===== config.mk =====
export PLATFORM = sky130hd
export DESIGN_NAME = dm_access_ctrl_flat
export DESIGN_NICKNAME = d
export VERILOG_FILES = /design/src/rtl/dm_access_ctrl_pkg.sv /design/src/rtl/dm_access_ctrl_if.sv /design/src/rtl/dm_access_ctrl.sv /design/src/flat_wrapper.sv
export SDC_FILE = /design/constraint.sdc
export NUM_CORES = 1
export LEC_CHECK = 0
export CORE_UTILIZATION = 30
export CTS_CLUSTER_DIAMETER = 50
export CTS_CLUSTER_SIZE = 24
export DETAILED_ROUTE_END_ITERATION = 6
export SLEW_MARGIN = 20
export SYNTH_ARGS = -nofsm -noshare
export SYNTH_HDL_FRONTEND = slang
export SYNTH_SLANG_ARGS = --single-unit

===== constraint.sdc =====
create_clock -name clk -period 2.26 [get_ports clk]
set_input_delay 0.226 -clock clk [delete_from_list [all_inputs] [get_ports clk]]
set_output_delay 0.226 -clock clk [all_outputs]
set_load 0.01 [all_outputs]

===== src/rtl/dm_access_ctrl_pkg.sv =====
// Shared types and sizes for the data-memory access controller and the memory it drives.
// Latency: none (declarations only).
// Backpressure: n/a.
package dm_access_pkg;

    localparam int DM_ADDR_W = 12;
    localparam int DM_DATA_W = 32;
    localparam int DM_DEPTH  = 32;

    typedef enum logic [1:0] {
        IDLE    = 2'd0,
        ISSUE   = 2'd1,
        CAPTURE = 2'd2,
        RESP    = 2'd3
    } state_t;

endpackage


===== src/rtl/dm_access_ctrl_if.sv =====
// Bundles the core request/response channels and the data-memory pins.
// Latency: none (wiring only).
// Backpressure: req_ready/rsp_ready carry the valid-ready handshakes.
interface dm_access_ctrl_if
    import dm_access_pkg::*;
#(
    parameter int ADDR_W = DM_ADDR_W,
    parameter int DATA_W = DM_DATA_W
);
    logic              req_valid;
    logic              req_ready;
    logic              req_we;
    logic [ADDR_W-1:0] req_addr;
    logic [DATA_W-1:0] req_wdata;
    logic              rsp_valid;
    logic              rsp_ready;
    logic [DATA_W-1:0] rsp_rdata;
    logic              rsp_err;
    logic              dm_we;
    logic [ADDR_W-1:0] dm_add;
    logic [DATA_W-1:0] dm_data;
    logic [DATA_W-1:0] dm_out;

    // Environment side: the core issuing requests plus the memory returning read data.
    modport master (
        output req_valid, req_we, req_addr, req_wdata, rsp_ready, dm_out,
        input  req_ready, rsp_valid, rsp_rdata, rsp_err, dm_we, dm_add, dm_data
    );

    // Controller side.
    modport slave (
        input  req_valid, req_we, req_addr, req_wdata, rsp_ready, dm_out,
        output req_ready, rsp_valid, rsp_rdata, rsp_err, dm_we, dm_add, dm_data
    );
endinterface


===== src/rtl/dm_access_ctrl.sv =====
// Sequences load/store requests onto a single-port registered-read data memory (optional DM_ACCESS_CTRL_BOUNDS_CHECK_EN).
// Latency: response valid 2 cycles after accept for stores, 3 for loads, 1 for out-of-range when bounds check is built in.
// Backpressure: response held in RESP while rsp_ready=0; req_ready low except in IDLE or a completing RESP.
module dm_access_ctrl
    import dm_access_pkg::*;
#(
    parameter int ADDR_W    = DM_ADDR_W,
    parameter int DATA_W    = DM_DATA_W,
    parameter int MEM_DEPTH = DM_DEPTH
)
(
    input  logic           clk,
    input  logic           rst_n,
    dm_access_ctrl_if.slave bus
);

`ifdef DM_ACCESS_CTRL_BOUNDS_CHECK_EN
    localparam bit BOUNDS_EN = 1'b1;
`else
    localparam bit BOUNDS_EN = 1'b0;
`endif

    localparam logic [ADDR_W-1:0] DEPTH_LIM = ADDR_W'(MEM_DEPTH);

    state_t            state;
    state_t            nextState;
    logic              weQ;
    logic [ADDR_W-1:0] addrQ;
    logic [DATA_W-1:0] wdataQ;
    logic [DATA_W-1:0] rdataQ;
    logic              errQ;
    logic              reqReady;
    logic              rspValid;
    logic              dmWe;
    logic              accept;
    logic              outOfRange;

    // Out-of-range requests never reach the memory; constant-false when the check is not built in.
    assign outOfRange = BOUNDS_EN && (bus.req_addr >= DEPTH_LIM);

    // Next state plus handshake and write-strobe decode; all outputs come from state except req_ready's rsp_ready term.
    always_comb begin
        nextState = state;
        reqReady  = 1'b0;
        rspValid  = 1'b0;
        dmWe      = 1'b0;
        accept    = 1'b0;
        unique case (state)
            IDLE: begin
                reqReady = 1'b1;
                accept   = bus.req_valid;
                if (accept) nextState = outOfRange ? RESP : ISSUE;
            end
            ISSUE: begin
                dmWe      = weQ;
                nextState = weQ ? RESP : CAPTURE;
            end
            CAPTURE: begin
                nextState = RESP;
            end
            RESP: begin
                rspValid = 1'b1;
                reqReady = bus.rsp_ready;
                accept   = bus.req_valid && bus.rsp_ready;
                if (bus.rsp_ready) begin
                    if (accept) nextState = outOfRange ? RESP : ISSUE;
                    else        nextState = IDLE;
                end
            end
            default: nextState = IDLE;
        endcase
    end

    // State register; async reset drops dm_we at once because dm_we decodes from state.
    always_ff @(posedge clk or negedge rst_n) begin
        if (!rst_n) state <= IDLE;
        else        state <= nextState;
    end

    // Request capture; address/data only move for issued requests so the memory pins do not toggle otherwise.
    always_ff @(posedge clk or negedge rst_n) begin
        if (!rst_n) begin
            weQ    <= 1'b0;
            addrQ  <= '0;
            wdataQ <= '0;
        end else if (accept) begin
            weQ <= bus.req_we;
            if (!outOfRange) begin
                addrQ  <= bus.req_addr;
                wdataQ <= bus.req_wdata;
            end
        end
    end

    // Response payload; loaded only when entering RESP, so it stays stable through a stall.
    always_ff @(posedge clk or negedge rst_n) begin
        if (!rst_n) begin
            rdataQ <= '0;
            errQ   <= 1'b0;
        end else if (accept && outOfRange) begin
            rdataQ <= '0;
            errQ   <= 1'b1;
        end else if (state == ISSUE && weQ) begin
            rdataQ <= '0;
            errQ   <= 1'b0;
        end else if (state == CAPTURE) begin
            rdataQ <= bus.dm_out;
            errQ   <= 1'b0;
        end
    end

    assign bus.req_ready = reqReady;
    assign bus.rsp_valid = rspValid;
    assign bus.rsp_rdata = rdataQ;
    assign bus.rsp_err   = errQ;
    assign bus.dm_we     = dmWe;
    assign bus.dm_add    = addrQ;
    assign bus.dm_data   = wdataQ;

endmodule


===== src/flat_wrapper.sv =====
// flat-port wrapper written by rule: the top's interface ports become plain ports
module dm_access_ctrl_flat import dm_access_pkg::*;
#(
    parameter int ADDR_W    = DM_ADDR_W,
    parameter int DATA_W    = DM_DATA_W,
    parameter int MEM_DEPTH = DM_DEPTH
)
  (clk, rst_n, bus_req_valid, bus_req_we, bus_req_addr, bus_req_wdata, bus_rsp_ready, bus_dm_out, bus_req_ready, bus_rsp_valid, bus_rsp_rdata, bus_rsp_err, bus_dm_we, bus_dm_add, bus_dm_data);
  dm_access_ctrl_if #(.ADDR_W(ADDR_W), .DATA_W(DATA_W)) bus_i ();
  input  logic clk;
  input  logic rst_n;
  input wire logic [$bits(bus_i.req_valid)-1:0] bus_req_valid;
  input wire logic [$bits(bus_i.req_we)-1:0] bus_req_we;
  input wire logic [$bits(bus_i.req_addr)-1:0] bus_req_addr;
  input wire logic [$bits(bus_i.req_wdata)-1:0] bus_req_wdata;
  input wire logic [$bits(bus_i.rsp_ready)-1:0] bus_rsp_ready;
  input wire logic [$bits(bus_i.dm_out)-1:0] bus_dm_out;
  output wire logic [$bits(bus_i.req_ready)-1:0] bus_req_ready;
  output wire logic [$bits(bus_i.rsp_valid)-1:0] bus_rsp_valid;
  output wire logic [$bits(bus_i.rsp_rdata)-1:0] bus_rsp_rdata;
  output wire logic [$bits(bus_i.rsp_err)-1:0] bus_rsp_err;
  output wire logic [$bits(bus_i.dm_we)-1:0] bus_dm_we;
  output wire logic [$bits(bus_i.dm_add)-1:0] bus_dm_add;
  output wire logic [$bits(bus_i.dm_data)-1:0] bus_dm_data;
  assign bus_i.req_valid = bus_req_valid;
  assign bus_i.req_we = bus_req_we;
  assign bus_i.req_addr = bus_req_addr;
  assign bus_i.req_wdata = bus_req_wdata;
  assign bus_i.rsp_ready = bus_rsp_ready;
  assign bus_i.dm_out = bus_dm_out;
  assign bus_req_ready = bus_i.req_ready;
  assign bus_rsp_valid = bus_i.rsp_valid;
  assign bus_rsp_rdata = bus_i.rsp_rdata;
  assign bus_rsp_err = bus_i.rsp_err;
  assign bus_dm_we = bus_i.dm_we;
  assign bus_dm_add = bus_i.dm_add;
  assign bus_dm_data = bus_i.dm_data;
  dm_access_ctrl #(.ADDR_W(ADDR_W), .DATA_W(DATA_W), .MEM_DEPTH(MEM_DEPTH)) u_core (.clk(clk), .rst_n(rst_n), .bus(bus_i));
endmodule

* After elaboration in Yosys (flattened, before gate mapping) *
Cells that the tools add are included.

operators by class
  eq/ne operators = 5
  muxes and demuxes = 13
  reduce and logical (&&, ||, !) cells = 5

operators by type and width
  cell                                                                   number
  32-bit two-way mux                                                     2
  2-bit case mux with 4 select lines                                     1
  1-bit two-way mux                                                      6
  2-bit equality test, second input constant                             2
  2-bit two-way mux                                                      2
  2-bit != test, second input constant                                   2
  1-bit case mux with 2 select lines                                     2
  2-bit by 1-bit equality test with 1-bit output, second input constant  1
  1-bit logical AND                                                      2
  2-bit logical NOT                                                      1
  2-bit AND reduction                                                    1
  2-bit nonzero test                                                     1

storage, ports and cells
  register bits = 80
  output and inout port bits = 80
  word-level logic and storage cells = 29

* Longest topological paths before layout *
Gate-level depths: netlist (run 1).

  depth after elaboration = 4
  mapped depth = 7

* Worst setup path before layout (run 1) *
No wires, ideal clock.

  path kind = register -> register
  from = reg u_core.state[0]
  to = reg u_core.addrQ[0] (netlist: u_core.bus.dm_add[0])
  library setup time = 0.125 ns
  arrival = 1.578 ns
  data required time = 2.135 ns
  path slack = 0.557 ns
  stages on the path, launching flop included = 7
  clock period less this slack = 1.703 ns
  cells stage by stage = dfrtp_1 > inv_1 > ha_1 > nor3b_2 > buf_6 > buf_12 > mux2_4

on the way
  cells in the longest elaborated chain, start to end = 2

RTL lines
  element                                                   line                  source
  from (decl)                                               dm_access_ctrl.sv:25  state_t state;
  from (signal assigned)                                    dm_access_ctrl.sv:77  else state <= nextState;
  2-bit equality test or 2-bit logical NOT (tied branches)  dm_access_ctrl.sv:48  unique case (state)
  1-bit case mux with 2 select lines (*)                    dm_access_ctrl.sv:48
  to (signal assigned)                                      dm_access_ctrl.sv:89  addrQ <= bus.req_addr;
  to (decl)                                                 dm_access_ctrl.sv:28  logic [ADDR_W-1:0] addrQ;

Mark *: on every way between the ends. The rest lies on a longest branch, timed or not.
A chain may end at the register's enable or synchronous reset.

* Worst setup path in the final report (run 1) *
  from = reg u_core.state[0]
  to = out bus_req_ready

on the way
  cells in the longest elaborated chain, start to end = 2

RTL lines
  element                                                   line                  source
  2-bit equality test or 2-bit logical NOT (tied branches)  dm_access_ctrl.sv:48
  1-bit case mux with 2 select lines (*)                    dm_access_ctrl.sv:48
  to (decl)                                                 flat_wrapper.sv:18    output wire logic [$bits(bus_i.req_ready)-1:0] bus_req_ready;

Marks and branches as above.

==> run summary, run 1 <==
Die Y - 108 µm
Final instance area - 5280 µm²
Die footprint - 11600 µm²
Post-synthesis sequential area ratio - 58.8%
Area post-placement - 5080 µm²
RD Place Congestion - 0.705
HP Class - input pin to async pin
Startpoint Class - flip-flop
Warnings from Yosys - 0
R2r endpoint - u_core.bus.dm_data[17]$_DFFE_PN0P_
Overall Global Routing Usage - 13.4%
CP endpoint kind - output pin
Final antenna-violating net count - 0
Total CTS buffers - 9
Final setup violation count - 0
Post-CTS setup buffers - 0
Largest net degree at the start of global routing - 44
Power after layout - 7.36 mW
Post-Syn Instances - 221
Max Transition Viols Final - 0
Reg clk slew, reported paths - 0.08 ns
Crit-path cells - inv_1, ha_1, nor2_1, clkdlybuf4s50_1
FMAX - 474 MHz
CP max stage delay - 0.55 ns
Port Buffer Count - 159
Worst Skew - 0.0130 ns
FF-to-FF setup slack - 0.29 ns
Worst-Skew Late Latency - 0.34 ns
Number of H-tree levels - 3
Area growth, synth to finish - 57.0%
Worst EP required - 2.03 ns
Cell variety after synth - 21
Status - finished, final reports clean
Placed cell count - 512
Global-route wire length before repair - 11.9 mm
DR WL/cell - 14.4 µm
Num Clock Sinks - 79
Syn Nets - 307
Flops & latches, synth - 79
Reg2reg path depth - 5
Post-CTS sizing - 0
Worst setup slack after layout - 0.149 ns
Post-route setup TNS - 0 ns
Number of global-route vias before repair - 2425
ANT cells - 0
Via/cell ratio - 4.29
Fraction of layout instances using a drive strength above 1 - 18.1%
Clk buf depth - 2
Pre-antenna DRT Iters - 3
P_leak - 2.29 nW
Initial antenna violation count - 0
Fin cells - 527
Worst Path Arrival - 1.88 ns
Area of the multi-input gates - 1250 µm²
Power Density - 1400 nW/µm²
Filler cell count - 1004
DRC - 0
Routed WL - 7.59 mm
FF/Latch Area - 1980 µm²
RSZ-0062 raised after global routing - false
Worst vdd ir - 0.000524 V
Number of max-cap violations - 0
Post-DP HPWL - 5.61 mm
Nets - 470
Initial DRC count - 76
Crit Reg-Reg Startpoint - u_core.state[0]$_DFFE_PN0P_
Fin crit period - 2.11 ns
Peak fanout along the critical path - 4
Final Cycle Share - 93.4%
CTS tree - done
Root Buffer - clkbuf_8
Synthesized area per cell - 15.2 µm²
Starting Density - 30.9%
# rows - 38
Pre-CTS worst setup slack - 0.274 ns
CP max stage cell - clkdlybuf4s50_1
DR vias - 2263
IO Pins - 161
Final hold vios - 0
Core box area - 10900 µm²
Die W - 108 µm
Synth Cell Area - 3360 µm²
Crit Path Class - flip-flop to output pin
Hold Buf Count CTS - 1
Grt ovf - 0
-- synth_stat cells --
| master | n | share of area (%) |
|---|---|---|
| buf_6 | 1 | 0.34 |
| nor2_1 | 33 | 3.7 |
| buf_4 | 1 | 0.22 |
| mux2_2 | 6 | 2.0 |
| dfrtp_1 | 79 | 59 |
| nor2b_1 | 1 | 0.19 |
| mux2_4 | 40 | 18 |
| o21ai_0 | 1 | 0.15 |
| mux2i_1 | 32 | 9.5 |
| ha_1 | 5 | 1.9 |
| inv_1 | 3 | 0.34 |
| a21oi_1 | 1 | 0.15 |
| a2bb2oi_1 | 1 | 0.26 |
| clkbuf_1 | 3 | 0.34 |
| a21oi_2 | 1 | 0.26 |
| and2_1 | 1 | 0.19 |
| conb_1 | 1 | 0.11 |
| buf_2 | 5 | 0.74 |
| nor3b_2 | 1 | 0.37 |
| nor4_1 | 1 | 0.19 |
| buf_12 | 4 | 2.4 |
-- how the worst max path moves through the flow --
stage | from | endpoint | cells after the start
after floorplan | u_core.state[0]$_DFFE_PN0P_ | u_core.bus.dm_add[0]$_DFFE_PN0P_ | 6
after global placement | u_core.state[0]$_DFFE_PN0P_ | u_core.bus.dm_data[20]$_DFFE_PN0P_ | 5
after detailed placement | u_core.state[0]$_DFFE_PN0P_ | u_core.bus.dm_data[17]$_DFFE_PN0P_ | 5
after CTS | u_core.state[0]$_DFFE_PN0P_ | bus_req_ready | 4
after global routing | u_core.state[0]$_DFFE_PN0P_ | bus_req_ready | 4
final | u_core.state[0]$_DFFE_PN0P_ | bus_req_ready | 4
-- worst max-delay path, delay by kind of cell (launching register included) --
kind / cells / cell delay, ns
AND/OR/NAND/NOR: 1 / 0.14
buffers and inverters: 2 / 0.65
adder cells (fa/ha/maj): 1 / 0.36
flip-flops: 1 / 0.40
-- cell type report --
type                            count  share of cell area, %
Sequential cell                    79                   37.5
Timing Repair Buffer              166                   31.9
Multi-Input combinational cell    125                   23.6
Tap cell                          140                   3.32
Clock buffer                       10                   2.61
Clock inverter                      4                  0.901
Inverter                            3                  0.213
-- flip-flops by register name, indices dropped and copies added (netlist names) --
| signal | flops |
|---|---|
| u_core.bus.dm_data | 32 |
| u_core.weQ | 1 |
| u_core.state | 2 |
| u_core.bus.rsp_rdata | 32 |
| u_core.bus.dm_add | 12 |
-- stage by stage --
| step | hold slack [ns] | util [%] |
|---|---|---|
| 2_1_floorplan | -0.0696 | - |
| 3_3_place_gp | 0.221 | 46.7 |
| 3_5_place_dp | 0.224 | 46.7 |
| 4_1_cts | 0.382 | 48.5 |
| 5_1_grt | 0.416 | 48.5 |
| 6_report | 0.391 | 48.5 |
-- cell usage in the layout, fill, tap and decap left out, types with 2 or more instances in the layout --
master / instances
buf_4: 4
ha_1: 4
mux2_2: 6
clkinv_2: 2
dfrtp_1: 79
mux2i_1: 32
buf_12: 3
clkdlybuf4s50_1: 158
inv_1: 3
nor2_1: 33
mux2_4: 40
clkbuf_8: 10
-- per-layer routing --
metal / vias to the layer above / part of all wire, % / GRT usage, %
li1: 1059 / - / -
met1: 1098 / 42 / 16.3
met2: 94 / 49 / 21.8
met3: 12 / 6.9 / 4.12
met4: 0 / 2.1 / 5.77
met5: - / 0 / 0
-- report_power, final --
group | leakage [nW] | internal [mW] | total (mW) | switching (mW)
Sequential | 0.962 | 2.12 | 2.51 | 0.389
Combinational | 1.23 | 2.40 | 3.85 | 1.44
Clock | 0.0940 | 0.525 | 1.01 | 0.482
Total | 2.29 | 5.05 | 7.36 | 2.31
-- kinds of logic after synthesis --
group | Yosys count | share of synthesized area [%]
mux | 78 | 29.4
fa+ha+maj | 5 | 1.86
simple gates | 37 | 4.62
buf+inv | 17 | 4.36
other cells | 1 | 0.112
compound gates | 4 | 0.819
flops | 79 | 58.8
Note: power is estimated with default switching activity, not from simulation.
==> inputs of run 2 (changes only) <==
Settings changed: ABC_AREA set to 1.
==> run 2 against run 1 <==
Net effect:
- non-clock buffer count is 2 higher
- cell count rose by 26%
- via count rose by 37%
- clock skew about the same
- hold slack got worse by 0.021 ns
- global-route usage is 3.6 points higher
==> run summary, run 2 <==
Initial DRC count - 146
Die Y - 108 µm
Post-synthesis sequential area ratio - 59.0%
Worst Skew - 0.0126 ns
Synth cell count leaders - nand2_1, dfrtp_1, nor2_1
Cell variety after synth - 17
Root Buffer - clkbuf_8
Initial antenna violation count - 0
Dominant cell type by area after synthesis - dfrtp_1
Total CTS buffers - 9
Worst-Skew Late Latency - 0.35 ns
ANT cells - 0
P_leak - 2.41 nW
Most common cell after layout, fill and taps aside - clkdlybuf4s50_1
Largest net degree at the start of global routing - 46
DR vias - 3089
Area post-placement - 5030 µm²
Slew @ Worst Pin - 0.981 ns
Post-Syn Instances - 369
Final antenna-violating net count - 0
Worst vdd ir - 0.000656 V
Final setup violation count - 0
Number of max-cap violations - 0
Post-synth ARST share - 100%
RD Place Congestion - 0.762
# rows - 38
Fraction of layout instances using a drive strength above 1 - 5.14%
Top post-synthesis cells by area - dfrtp_1, nand2_1, nand4_1, nor2_1, o21ai_0
Overall Global Routing Usage - 17.0%
CP endpoint kind - output pin
Syn Nets - 455
CTS tree - done
Grt ovf - 0
Peak fanout along the critical path - 4
Number of H-tree levels - 3
Synth top area share - 59.0%
Max Transition Viols Final - 0
Post-CTS setup buffers - 0
Pre-CTS worst setup slack - 0.466 ns
Post-DP HPWL - 6.39 mm
FMAX - 474 MHz
Synthesized area per cell - 9.07 µm²
Routed WL - 9.52 mm
Area growth, synth to finish - 57.1%
Starting Density - 30.9%
Cell with the most instances after synthesis - nand2_1
Final hold vios - 0
Worst Path Arrival - 1.89 ns
Synth Cell Area - 3350 µm²
Final Cycle Share - 93.4%
Core box area - 10800 µm²
DRC - 0
Pre-antenna DRT Iters - 4
EDFF count, synth - 0
Clk buf depth - 2
Final instance area - 5260 µm²
Worst setup slack after layout - 0.148 ns
Commonest non-fill, non-tap cells in the layout - clkdlybuf4s50_1, nand2_1, dfrtp_1, nor2_1, nand4_1
Fin crit period - 2.11 ns
DR WL/cell - 14.3 µm
Via/cell ratio - 4.65
Die footprint - 11600 µm²
Die W - 108 µm
Port Buffer Count - 159
RSZ-0062 raised after global routing - false
Reg clk slew, reported paths - 0.09 ns
Max_slew headroom - 34.5%
Nets - 606
Global-route wire length before repair - 15.3 mm
Crit Path Class - flip-flop to output pin
Num Clock Sinks - 79
Warnings from Yosys - 0
HP Class - input pin to async pin
Hold slack - 0.370 ns
Startpoint Class - flip-flop
Flops & latches, synth - 79
Worst EP required - 2.03 ns
Power Density - 1430 nW/µm²
IO Pins - 161
Post-route setup TNS - 0 ns
Number of global-route vias before repair - 3027
Status - finished, final reports clean
Main synth FF type - dfrtp_1
[run 2: cell types whose count changed after synthesis, moves of 3 or more]
cell	delta
mux2i_1	-32
buf_2	+10
inv_1	+6
buf_12	-4
mux2_4	-40
nor2_1	+32
buf_6	+3
nand2_1	+99
mux2_2	-6
nand4_1	+45
o21ai_0	+32
[run 2: area by class of cell]
type	instances	area, µm²
Sequential cell	79	1980
Clock inverter	5	81.3
Inverter	9	33.8
Multi-Input combinational cell	253	1170
Timing Repair Buffer	168	1680
Clock buffer	11	141
Fill cell	1077	5580
Tap cell	140	175
[run 2: report_power, final]
group	total [mW]	internal [mW]	switching [mW]	leakage [nW]
registers	2.48	2.11	0.361	0.955
clock network	1.17	0.653	0.518	0.110
logic	3.86	1.83	2.03	1.35
total	7.51	4.60	2.91	2.41
[run 2: worst max-delay path, stage by stage, from the launching register on]
cell and delay, ns:
dfrtp_1 0.42, inv_1 0.13, ha_1 0.18, inv_1 0.08, a21oi_1 0.15, clkdlybuf4s50_1 0.59
[run 2: timing repair]
action	4_1_cts	5_1_grt
hold buffers	1	0
hold endpoints to repair	35	0
resized for setup	0	0
[run 2: per-stage QoR]
step                utilization (%)  power (mW)  std cells
detailed placement             46.4        6.40        648
global route                   48.5        8.14        665
finish                         48.5        7.51        665
floorplan                         -        4.44        369
CTS                            48.5        7.62        665
global placement               46.4        6.33        648
[run 2: worst paths after layout]
path | from | to | slack [ns] | depth (start not counted)
worst min register to register | u_core.bus.dm_data[0]$_DFFE_PN0P_ | u_core.bus.dm_data[0]$_DFFE_PN0P_ | 0.47 | 2
max in group asynchronous | rst_n | u_core.bus.dm_data[21]$_DFFE_PN0P_ | 1.26 | 3
min in group clk | bus_req_valid | u_core.bus.dm_data[24]$_DFFE_PN0P_ | 0.38 | 3
worst max register to register | u_core.state[0]$_DFFE_PN0P_ | u_core.bus.rsp_rdata[6]$_DFFE_PN0P_ | 0.51 | 5
worst max-delay path | u_core.state[0]$_DFFE_PN0P_ | bus_req_ready | 0.15 | 5
worst min-delay path | rst_n | u_core.bus.dm_add[2]$_DFFE_PN0P_ | 0.37 | 2
[run 2: metal layers]
metal	wire [µm]	track usage, %
met3	731	4.30
met5	0	0
met1	4390	22.9
met4	196	8.22
met2	4210	25.5
[run 2: cells by family after synthesis]
family	count (synthesis)	share of synthesized area [%]
flip-flops	79	59.0
AO/OA/AOI/OAI	34	5.08
adder cells (fa/ha/maj)	5	1.87
AND/OR/NAND/NOR	213	28.0
other	1	0.112
buffers and inverters	37	5.94
